--- src/rtl/prog_loader_pkg.sv ---
`default_nettype none
// +----------------------------------------------------------------------------+
// | prog_loader_pkg                                                            |
// | Shared types and constants for the PicoBlaze serial program loader.        |
// | Revision: 1.0                                                              |
// +----------------------------------------------------------------------------+
package prog_loader_pkg;

  localparam logic [7:0] SYNC_BYTE = 8'hA5;
  localparam logic [3:0] WE_WORD   = 4'b0011;
  localparam logic [3:0] WE_NONE   = 4'b0000;

  typedef enum logic [2:0] {
    ST_IDLE   = 3'd0,
    ST_LEN_HI = 3'd1,
    ST_LEN_LO = 3'd2,
    ST_B0     = 3'd3,
    ST_B1     = 3'd4,
    ST_B2     = 3'd5,
    ST_CSUM   = 3'd6
  } state_t;

endpackage
`default_nettype wire

--- src/rtl/prog_loader_wdog.sv ---
`default_nettype none
// +----------------------------------------------------------------------------+
// | prog_loader_wdog                                                           |
// | Inter-byte idle counter; pulses o_expired after TIMEOUT idle cycles.       |
// | Revision: 1.0                                                              |
// +----------------------------------------------------------------------------+
module prog_loader_wdog #(
  parameter int TIMEOUT = 1_000_000
) (
  input  logic clk,
  input  logic reset,
  input  logic i_clear,
  input  logic i_enable,
  output logic o_expired
);

  localparam int CNT_W = $clog2(TIMEOUT + 1);

  logic [CNT_W-1:0] r_cnt;
  logic             w_at_limit;

  assign w_at_limit = (r_cnt == CNT_W'(TIMEOUT));

  // Wraps to zero on expiry so the output stays a single-cycle pulse.
  always_ff @(posedge clk or posedge reset) begin
    if (reset) begin
      r_cnt <= '0;
    end else if (i_clear || !i_enable || w_at_limit) begin
      r_cnt <= '0;
    end else begin
      r_cnt <= r_cnt + CNT_W'(1);
    end
  end

  assign o_expired = i_enable && w_at_limit;

endmodule
`default_nettype wire

--- src/rtl/prog_loader.sv ---
`default_nettype none
// +----------------------------------------------------------------------------+
// | prog_loader                                                                |
// | Frames a UART byte stream into 18-bit words for the program BRAM and holds |
// | the CPU in reset until a complete image is loaded.                         |
// | Optional CSUM byte check enabled by PROG_LOADER_CHECKSUM_EN.               |
// | Revision: 1.0                                                              |
// +----------------------------------------------------------------------------+
module prog_loader #(
  parameter int ADDR_W  = 10,
  parameter int TIMEOUT = 1_000_000
) (
  input  logic              clk,
  input  logic              reset,
  input  logic [7:0]        rx_data,
  input  logic              rx_valid,
  output logic [ADDR_W-1:0] mem_addr,
  output logic [17:0]       mem_data,
  output logic [3:0]        mem_we,
  output logic              cpu_reset,
  output logic              busy,
  output logic              done,
  output logic              error
);

  import prog_loader_pkg::*;

  state_t            r_state, w_state_nxt;
  logic [ADDR_W-1:0] r_addr, w_addr_nxt;
  logic [ADDR_W-1:0] r_len, w_len_nxt;
  logic [17:0]       r_data, w_data_nxt;
  logic [3:0]        r_we, w_we_nxt;
  logic              r_cpu_rst, w_cpu_nxt;
  logic              r_busy, w_busy_nxt;
  logic              r_done, w_done_nxt;
  logic              r_err, w_err_nxt;
  logic [1:0]        r_len_hi, w_len_hi_nxt;
  logic [1:0]        r_b0, w_b0_nxt;
  logic [7:0]        r_b1, w_b1_nxt;
  logic              w_expired;
`ifdef PROG_LOADER_CHECKSUM_EN
  logic [7:0]        r_sum, w_sum_nxt;
  logic [7:0]        w_sum_add;

  assign w_sum_add = r_sum + rx_data;
`endif

  prog_loader_wdog #(
    .TIMEOUT (TIMEOUT)
  ) u_wdog (
    .clk       (clk),
    .reset     (reset),
    .i_clear   (rx_valid),
    .i_enable  (r_state != ST_IDLE),
    .o_expired (w_expired)
  );

  always_ff @(posedge clk or posedge reset) begin
    if (reset) r_state <= ST_IDLE;
    else       r_state <= w_state_nxt;
  end

  always_comb begin
    w_state_nxt  = r_state;
    w_addr_nxt   = r_addr;
    w_len_nxt    = r_len;
    w_data_nxt   = r_data;
    w_we_nxt     = WE_NONE;
    w_cpu_nxt    = r_cpu_rst;
    w_busy_nxt   = r_busy;
    w_done_nxt   = 1'b0;
    w_err_nxt    = r_err;
    w_len_hi_nxt = r_len_hi;
    w_b0_nxt     = r_b0;
    w_b1_nxt     = r_b1;
`ifdef PROG_LOADER_CHECKSUM_EN
    w_sum_nxt    = r_sum;
`endif

    // Address moves on the cycle after a write; the final word's address is held.
    if (r_we == WE_WORD && r_addr != r_len) w_addr_nxt = r_addr + ADDR_W'(1);

    if (rx_valid) begin
`ifdef PROG_LOADER_CHECKSUM_EN
      w_sum_nxt = w_sum_add;
`endif
      case (r_state)
        ST_IDLE: begin
          if (rx_data == SYNC_BYTE) begin
            w_state_nxt = ST_LEN_HI;
            w_busy_nxt  = 1'b1;
            w_cpu_nxt   = 1'b1;
            w_err_nxt   = 1'b0;
            w_addr_nxt  = '0;
`ifdef PROG_LOADER_CHECKSUM_EN
            w_sum_nxt   = 8'h00;
`endif
          end
        end
        ST_LEN_HI: begin
          if (rx_data[7:2] != 6'd0) begin
            w_state_nxt = ST_IDLE;
            w_busy_nxt  = 1'b0;
            w_err_nxt   = 1'b1;
          end else begin
            w_len_hi_nxt = rx_data[1:0];
            w_state_nxt  = ST_LEN_LO;
          end
        end
        ST_LEN_LO: begin
          w_len_nxt   = ADDR_W'({r_len_hi, rx_data});
          w_state_nxt = ST_B0;
        end
        ST_B0: begin
          w_b0_nxt    = rx_data[1:0];
          w_state_nxt = ST_B1;
        end
        ST_B1: begin
          w_b1_nxt    = rx_data;
          w_state_nxt = ST_B2;
        end
        ST_B2: begin
          w_data_nxt = {r_b0, r_b1, rx_data};
          w_we_nxt   = WE_WORD;
          if (r_addr == r_len) begin
`ifdef PROG_LOADER_CHECKSUM_EN
            w_state_nxt = ST_CSUM;
`else
            w_state_nxt = ST_IDLE;
            w_busy_nxt  = 1'b0;
            w_cpu_nxt   = 1'b0;
            w_done_nxt  = 1'b1;
`endif
          end else begin
            w_state_nxt = ST_B0;
          end
        end
`ifdef PROG_LOADER_CHECKSUM_EN
        ST_CSUM: begin
          w_state_nxt = ST_IDLE;
          w_busy_nxt  = 1'b0;
          if (w_sum_add == 8'h00) begin
            w_cpu_nxt  = 1'b0;
            w_done_nxt = 1'b1;
          end else begin
            w_err_nxt  = 1'b1;
          end
        end
`endif
        default: w_state_nxt = ST_IDLE;
      endcase
    end else if (w_expired) begin
      w_state_nxt = ST_IDLE;
      w_busy_nxt  = 1'b0;
      w_err_nxt   = 1'b1;
    end
  end

  always_ff @(posedge clk or posedge reset) begin
    if (reset) begin
      r_addr    <= '0;
      r_len     <= '0;
      r_data    <= '0;
      r_we      <= WE_NONE;
      r_cpu_rst <= 1'b0;
      r_busy    <= 1'b0;
      r_done    <= 1'b0;
      r_err     <= 1'b0;
      r_len_hi  <= '0;
      r_b0      <= '0;
      r_b1      <= '0;
`ifdef PROG_LOADER_CHECKSUM_EN
      r_sum     <= '0;
`endif
    end else begin
      r_addr    <= w_addr_nxt;
      r_len     <= w_len_nxt;
      r_data    <= w_data_nxt;
      r_we      <= w_we_nxt;
      r_cpu_rst <= w_cpu_nxt;
      r_busy    <= w_busy_nxt;
      r_done    <= w_done_nxt;
      r_err     <= w_err_nxt;
      r_len_hi  <= w_len_hi_nxt;
      r_b0      <= w_b0_nxt;
      r_b1      <= w_b1_nxt;
`ifdef PROG_LOADER_CHECKSUM_EN
      r_sum     <= w_sum_nxt;
`endif
    end
  end

  assign mem_addr  = r_addr;
  assign mem_data  = r_data;
  assign mem_we    = r_we;
  assign cpu_reset = r_cpu_rst;
  assign busy      = r_busy;
  assign done      = r_done;
  assign error     = r_err;

endmodule
`default_nettype wire

--- config.mk ---
export PLATFORM = sky130hd
export DESIGN_NAME = prog_loader
export DESIGN_NICKNAME = d
export VERILOG_FILES = /design/src/rtl/prog_loader_pkg.sv /design/src/rtl/prog_loader_wdog.sv /design/src/rtl/prog_loader.sv
export SDC_FILE = /design/constraint.sdc
export NUM_CORES = 1
export LEC_CHECK = 0
export CELL_PAD_IN_SITES_DETAIL_PLACEMENT = 0
export CELL_PAD_IN_SITES_GLOBAL_PLACEMENT = 1
export CORE_ASPECT_RATIO = 1.25
export CORE_UTILIZATION = 47
export CTS_CLUSTER_DIAMETER = 120
export CTS_CLUSTER_SIZE = 20
export DETAILED_ROUTE_END_ITERATION = 6
export GPL_TIMING_DRIVEN = 0
export PLACE_DENSITY_LB_ADDON = 0.1
export SLEW_MARGIN = 20
export SYNTH_ARGS = -nofsm -noshare
export SYNTH_HDL_FRONTEND = slang
export SYNTH_HIERARCHICAL = 1
export SYNTH_SLANG_ARGS = --single-unit
export TNS_END_PERCENT = 30
--- constraint.sdc ---
create_clock -name clk -period 5.22 [get_ports clk]
set_input_delay 1.044 -clock clk [delete_from_list [all_inputs] [get_ports clk]]
set_output_delay 1.044 -clock clk [all_outputs]
set_load 0.03 [all_outputs]
==> flow_metrics.tcl, run 1 <==
set metrics [dict create \
    dp.cells 514 \
    drive_gt1_share_pct 15.9 \
    syn_avg_cell_area_um2 10.2 \
    setup_viol 0 \
    hpwl_um 5900 \
    insertion_delay_ns 0.34 \
    grt_pass1_vias 2750 \
    synthTopCellsByArea "dfrtp_1 51%, nand2_1 7.2%, mux2_2 6.5%" \
    root_buffer "clkbuf_8" \
    powerDensity_mw_per_mm2 493 \
    htreeDepth 3 \
    slew_headroom_pct 48.1 \
    fin_skew_ns 0.0103 \
    yosys_most_used_dff "dfrtp_1" \
    syn2layout_area_growth_pct 21.0 \
    grt_usage_pct 21.8 \
    final_nets 444 \
    total_power_w 0.00226 \
    grt_pass1_wl_um 13500 \
    synth_cell_types 59 \
    cts.sinks 78 \
    dr.pass1.iters 4 \
    hold_buffers 0 \
    synthTopCellsByCount "78 x dfrtp_1, 73 x nand2_1, 22 x mux2_2, 22 x nor2_1, 15 x a21oi_1" \
    fp-row-count 36 \
    place.gp.congestion 0.799 \
    synth_simple_gate_area_share_pct 22.3 \
    crit_chain "clkdlybuf4s50_1, or3_1, buf_6, o31a_1, o21ai_2, o31ai_1, a221o_1" \
    route.detailed.drc 0 \
    cts_setup_buffers 0 \
    post-synth-top-count-cell "dfrtp_1" \
    yosys.area_share.adder_pct 0.988 \
    multi_input_area_mm2 0.00167 \
    leakagePower_nw 2.00 \
    finalCritPeriodShare_pct 54.9 \
    cts_tree "yes" \
    die_area_mm2 0.00845 \
    port_buffers 44 \
    cts_buffer_depth 2 \
    synth-xor-area-share_pct 5.30 \
    fillers 699 \
    synth-seq-cells 78 \
    initial_utilization_pct 48.7 \
    dieWidth_um 82.4 \
    tns_ns 0 \
    crit_required_ns 5.44 \
    n_antenna_cell 0 \
    yosysWarnings 6 \
    grt_max_degree 40 \
    async_reset_ff_share_pct 100 \
    drt_wl_total_um 8230 \
    io-pin-count 47 \
    vdd_drop_max_uv 241 \
    crit_path_end_kind "flop" \
    dieHeight_um 102 \
    worst_setup_path_start_kind "input port" \
    worstPathArrival_ns 3.08 \
    ctsResizeCount 0 \
    synth_edf_count 0 \
    tightest_slew_ns 0.777 \
    ff_latch_area_mm2 0.00195 \
    core_mm2 0.00779 \
    synth_compound_area_share_pct 8.20 \
    design_area_mm2 0.00460 \
    muxShareOfSynthArea_pct 7.05 \
    antenna_found_initial 0 \
    wl_per_cell_um 15.6 \
    synth_largest_area_cell "dfrtp_1" \
    path_class "in -> reg" \
    hp-class "reg -> reg" \
    critPathMaxFanout 5 \
    slew_viol_final 0 \
    synth_top_family_by_area "simple AND/OR/NAND/NOR gates" \
    path_clk_slew_ns 0.08 \
    fin_cells 529 \
    syn_area_mm2 0.00380 \
    ant_nets 0 \
    cap_violations 0 \
    overflow 0 \
    synth_top_area_share_pct 51.4 \
    period_minus_slack_ns 2.87 \
    via_per_inst 5.30 \
    finalHoldViolCount 0 \
    yosysSeqAreaShare_pct 51.4 \
    fmaxAchievable_mhz 349 \
    outcome "finished clean" \
    first_iter_violations 154 \
    slowest_delay_ns 0.51 \
    postSynthCellCount 373 \
    vias 2805 \
    grt_setup_unrepaired "no" \
    slowest_stage "clkdlybuf4s50_1" \
    cts_made_buffers 9 \
    placed_area_mm2 0.00438 \
]
==> cells in the final DEF, fill, tap and decap left out, types with 3 or more instances in the layout <==
| master | Yosys | layout |
|---|---|---|
| buf_4 | 5 | 5 |
| inv_1 | 12 | 11 |
| xor2_1 | 14 | 14 |
| clkbuf_1 | 5 | 6 |
| dfrtp_1 | 78 | 78 |
| or3_1 | 9 | 9 |
| nor4_1 | 3 | 3 |
| and3_1 | 4 | 4 |
| nand4_1 | 10 | 10 |
| nor3_1 | 6 | 6 |
| ha_1 | 3 | 3 |
| clkdlybuf4s50_1 | 0 | 44 |
| o21ai_0 | 12 | 12 |
| xnor2_1 | 9 | 9 |
| nor2_1 | 22 | 22 |
| nand3_1 | 12 | 12 |
| o31ai_1 | 6 | 6 |
| nand2_1 | 73 | 73 |
| or4_1 | 3 | 3 |
| buf_2 | 4 | 4 |
| mux2_2 | 22 | 22 |
| clkbuf_8 | 3 | 12 |
| a21oi_1 | 15 | 15 |
==> cells by family (layout without fill, tap and decap cells) <==
| logic type | Yosys count | after routing |
|---|---|---|
| flops | 78 | 78 |
| xor+xnor | 23 | 23 |
| other cells | 1 | 2 |
| buf+inv | 31 | 91 |
| simple gates | 164 | 164 |
| mux | 24 | 24 |
| compound gates | 49 | 49 |
| fa+ha+maj | 3 | 3 |
==> stage by stage <==
step,setup slack [ns],hold WS (ns),utilization (%)
2_1_floorplan,2.70,0.433,-
3_5_place_dp,2.04,0.451,56.2
3_3_place_gp,1.61,0.448,56.0
6_report,2.35,0.460,59.0
4_1_cts,2.39,0.464,59.0
5_1_grt,2.27,0.494,59.0
==> routing by layer <==
| layer | vias up | track usage (%) | wire, µm |
|---|---|---|---|
| li1 | 1402 | - | - |
| met1 | 1352 | 25.6 | 3450 |
| met2 | 45 | 39.0 | 4460 |
| met3 | 6 | 3.54 | 242 |
| met4 | 0 | 9.18 | 80 |
| met5 | - | 0 | 0 |
==> critical path: cells and delay by family <==
kind | cells | cell delay (ns)
compound gates | 4 | 0.95
buf+inv | 2 | 0.65
simple gates | 1 | 0.43
==> worst paths after layout <==
kind	depth (start not counted)	end	startpoint	slack, ns
max in group asynchronous	2	u_wdog/r_cnt[15]$_DFF_PP0_	reset	3.49
setup reg to reg	7	r_state[1]$_DFFE_PP0P_	mem_addr[1]$_DFF_PP0_	3.07
min in group asynchronous	2	mem_data[8]$_DFFE_PP0P_	reset	1.02
setup / recovery	7	r_state[1]$_DFFE_PP0P_	rx_data[3]	2.35
hold / removal	2	mem_data[16]$_DFFE_PP0P_	r_b0[0]$_DFFE_PP0P_	0.46
hold reg to reg	2	mem_data[16]$_DFFE_PP0P_	r_b0[0]$_DFFE_PP0P_	0.46
==> flip-flops by register name, summed over array words and instances, names as in the netlist <==
register / count
error: 1
r_b0: 2
mem_addr: 10
u_wdog/r_cnt: 20
mem_data: 18
r_len_hi: 2
r_state: 3
cpu_reset: 1
r_b1: 8
r_len: 10
mem_we: 1
busy: 1
done: 1
==> where the power goes <==
group | internal [W] | leakage, nW | switching, W
logic | 0.000380 | 0.904 | 0.000487
registers | 0.000780 | 0.996 | 0.000132
clock network | 0.000269 | 0.103 | 0.000216
==> cell type report <==
cell class / instances / area share [%]
buffer: 19 / 2.89
clock buffer: 10 / 2.78
clock inverter: 5 / 1.85
inverter: 12 / 1.03
multi-input combinational: 265 / 36.4
sequential: 78 / 42.5
tap: 95 / 2.59
timing repair buffer: 45 / 10.0
(Power assumes the default switching activity.)
==> inputs of run 2 (changes only) <==
--- a/config.mk
+++ b/config.mk
@@ -8,7 +8,7 @@
 export CELL_PAD_IN_SITES_DETAIL_PLACEMENT = 0
 export CELL_PAD_IN_SITES_GLOBAL_PLACEMENT = 1
 export CORE_ASPECT_RATIO = 1.25
-export CORE_UTILIZATION = 47
+export CORE_UTILIZATION = 39
 export CTS_CLUSTER_DIAMETER = 120
 export CTS_CLUSTER_SIZE = 20
 export DETAILED_ROUTE_END_ITERATION = 6
==> constraint.sdc (replaced) <==
create_clock -name clk -period 2.4 [get_ports clk]
set_input_delay 0.48 -clock clk [delete_from_list [all_inputs] [get_ports clk]]
set_output_delay 0.48 -clock clk [all_outputs]
set_load 0.03 [all_outputs]
==> run 2 against run 1 <==
Critical path depth is the same. Clock-buffer cell count grew 1. Utilization shrank 8.2 points. Worst hold slack lost 0.080 ns. Clock skew shrank 0.0042 ns.
==> flow_metrics.tcl, run 2 (same netlist as run 1, synthesis figures left out) <==
set metrics [dict create \
    outcome "finished clean" \
    multi_input_area_mm2 0.00167 \
    pwr-share-seq_pct 37.8 \
    core_mm2 0.00932 \
    slowest_delay_ns 0.52 \
    hpwl_um 6050 \
    grt_pass1_vias 2853 \
    n_antenna_cell 0 \
    htreeDepth 3 \
    final_nets 444 \
    dr.pass1.iters 4 \
    syn2layout_area_growth_pct 24.5 \
    path_class "in -> reg" \
    antenna_found_initial 0 \
    cts_setup_buffers 0 \
    leakagePower_nw 2.05 \
    swShare_pct 35.9 \
    grt_usage_pct 18.2 \
    io-pin-count 47 \
    vias 2876 \
    period_minus_slack_ns 2.27 \
    drt_wl_total_um 8500 \
    holdWs_ns 0.380 \
    pwr-share-comb_pct 36.1 \
    grt_busiest_layer "met2" \
    crit_required_ns 2.61 \
    cts.sinks 78 \
    layout_commonest_cell "dfrtp_1" \
    place.gp.congestion 0.846 \
    path_clk_slew_ns 0.06 \
    intPower_w 0.00336 \
    ant_nets 0 \
    fin_skew_ns 0.00603 \
    layout_common_cells "78 x dfrtp_1, 73 x nand2_1, 43 x clkdlybuf4s50_1" \
    grt_max_degree 58 \
    die_area_mm2 0.0101 \
    use_met1_pct 21.9 \
    grtUsageMet2_pct 30.8 \
    worst_setup_path_start_kind "input port" \
    largest_register_ffs 20 \
    slowest_stage "clkdlybuf4s50_1" \
    grt_setup_unrepaired "no" \
    place_ws_ns -0.248 \
    cts_buffer_depth 2 \
    fmaxAchievable_mhz 441 \
    hp-class "in -> async" \
    tns_ns 0 \
    cts_made_buffers 9 \
    largest-register "u_wdog/r_cnt" \
    crit_path_end_kind "flop" \
    via_per_inst 5.15 \
    cts_tree "yes" \
    cap_violations 0 \
    finalHoldViolCount 0 \
    grt_pass1_wl_um 14300 \
    vdd_drop_max_uv 346 \
    route.detailed.drc 0 \
    finalCritPeriodShare_pct 94.6 \
    power_frac_clock_pct 26.0 \
    dieHeight_um 112 \
    hold_buffers 0 \
    powerDensity_mw_per_mm2 1110 \
    fillers 875 \
    wl_per_cell_um 15.2 \
    initial_utilization_pct 40.7 \
    setup_slack_ns 0.130 \
    insertion_delay_ns 0.33 \
    fp-row-count 39 \
    tightest_slew_ns 0.779 \
    critical-path-top-delay-family "compound AO/OA/AOI/OAI gates" \
    reg2regPathDepth 7 \
    path_depth 7 \
    root_buffer "clkbuf_16" \
    worstPathArrival_ns 2.48 \
    critPathMaxFanout 5 \
    ff_latch_area_mm2 0.00195 \
    drive_gt1_share_pct 16.1 \
    cp.buffers_inverters 2 \
    setup_viol 0 \
    grtUsageMet3_pct 2.78 \
    first_iter_violations 112 \
    total_power_w 0.00524 \
    p_sw_w 0.00188 \
    port_buffers 44 \
    dieWidth_um 90.3 \
    crit_chain "clkdlybuf4s50_1, or3_1, buf_6, o31a_1, o21ai_2, o31ai_1, a221o_1" \
    slew_headroom_pct 48.0 \
    slew_viol_final 0 \
    overflow 0 \
]
-- run 2: power groups by stage --
stage | Sequential [W] | Combinational [W] | Clock [W]
6_report | 0.00198 | 0.00190 | 0.00136
5_1_grt | 0.00204 | 0.00207 | 0.00146
4_1_cts | 0.00199 | 0.00192 | 0.00140
3_5_place_dp | 0.00202 | 0.00191 | 0
3_3_place_gp | 0.00201 | 0.00188 | 0
2_1_floorplan | 0.00232 | 0.000933 | 0
-- run 2: final timing paths --
| check | start | end | slack, ns |
|---|---|---|---|
| hold / removal | reset | mem_data[8]$_DFFE_PP0P_ | 0.38 |
| max in group asynchronous | reset | u_wdog/r_cnt[4]$_DFF_PP0_ | 1.22 |
| min in group clk | r_b1[3]$_DFFE_PP0P_ | mem_data[11]$_DFFE_PP0P_ | 0.46 |
| setup / recovery | rx_data[4] | r_state[1]$_DFFE_PP0P_ | 0.13 |
| hold reg to reg | r_b1[3]$_DFFE_PP0P_ | mem_data[11]$_DFFE_PP0P_ | 0.46 |
| setup reg to reg | mem_addr[0]$_DFF_PP0_ | r_state[1]$_DFFE_PP0P_ | 0.24 |
-- run 2: timing repair --
item | 4_1_cts | 5_1_grt
hold endpoints to repair | 0 | 0
setup endpoints to repair | 0 | 1
gates resized for setup | 0 | 1
-- run 2: routing by layer --
metal  up-vias  wire length (µm)
met2        57              4230
li1       1412                 -
met1      1387              3700
met3        20               249
met5         -                 0
met4         0               320
-- run 2: worst reg2reg max path, cell delays in order, from the launching register on --
cell	delay [ns]
dfrtp_1	0.45
xor2_1	0.18
nor4_2	0.38
and3_1	0.20
buf_2	0.19
buf_2	0.28
nor2_1	0.08
a221o_1	0.27
-- run 2: final cells by class --
class                   instances  area share, %
well taps                     123           3.25
clock inverters                 5           1.24
inverters                      12           1.01
multi-input cells             265           35.3
clock buffers                  11           5.13
plain buffers                  19           2.80
flip-flops and latches         78           41.3
repair buffers                 45           9.95
-- run 2: metrics by stage --
step	util, %	instance area, µm²	std cells
6_report	50.7	4730	558
5_1_grt	50.7	4730	558
4_1_cts	50.7	4730	558
3_5_place_dp	47.5	4430	542
3_3_place_gp	47.2	4400	541
2_1_floorplan	-	3800	374
==> inputs of run 3 (changes only) <==
--- a/config.mk
+++ b/config.mk
@@ -9,7 +9,6 @@
 export CELL_PAD_IN_SITES_GLOBAL_PLACEMENT = 1
 export CORE_ASPECT_RATIO = 1.25
 export CORE_UTILIZATION = 39
-export CTS_CLUSTER_DIAMETER = 120
 export CTS_CLUSTER_SIZE = 20
 export DETAILED_ROUTE_END_ITERATION = 6
 export GPL_TIMING_DRIVEN = 0
==> results of run 3 <==
No change in the layout: final DEF, timing and power equal those of run 2.
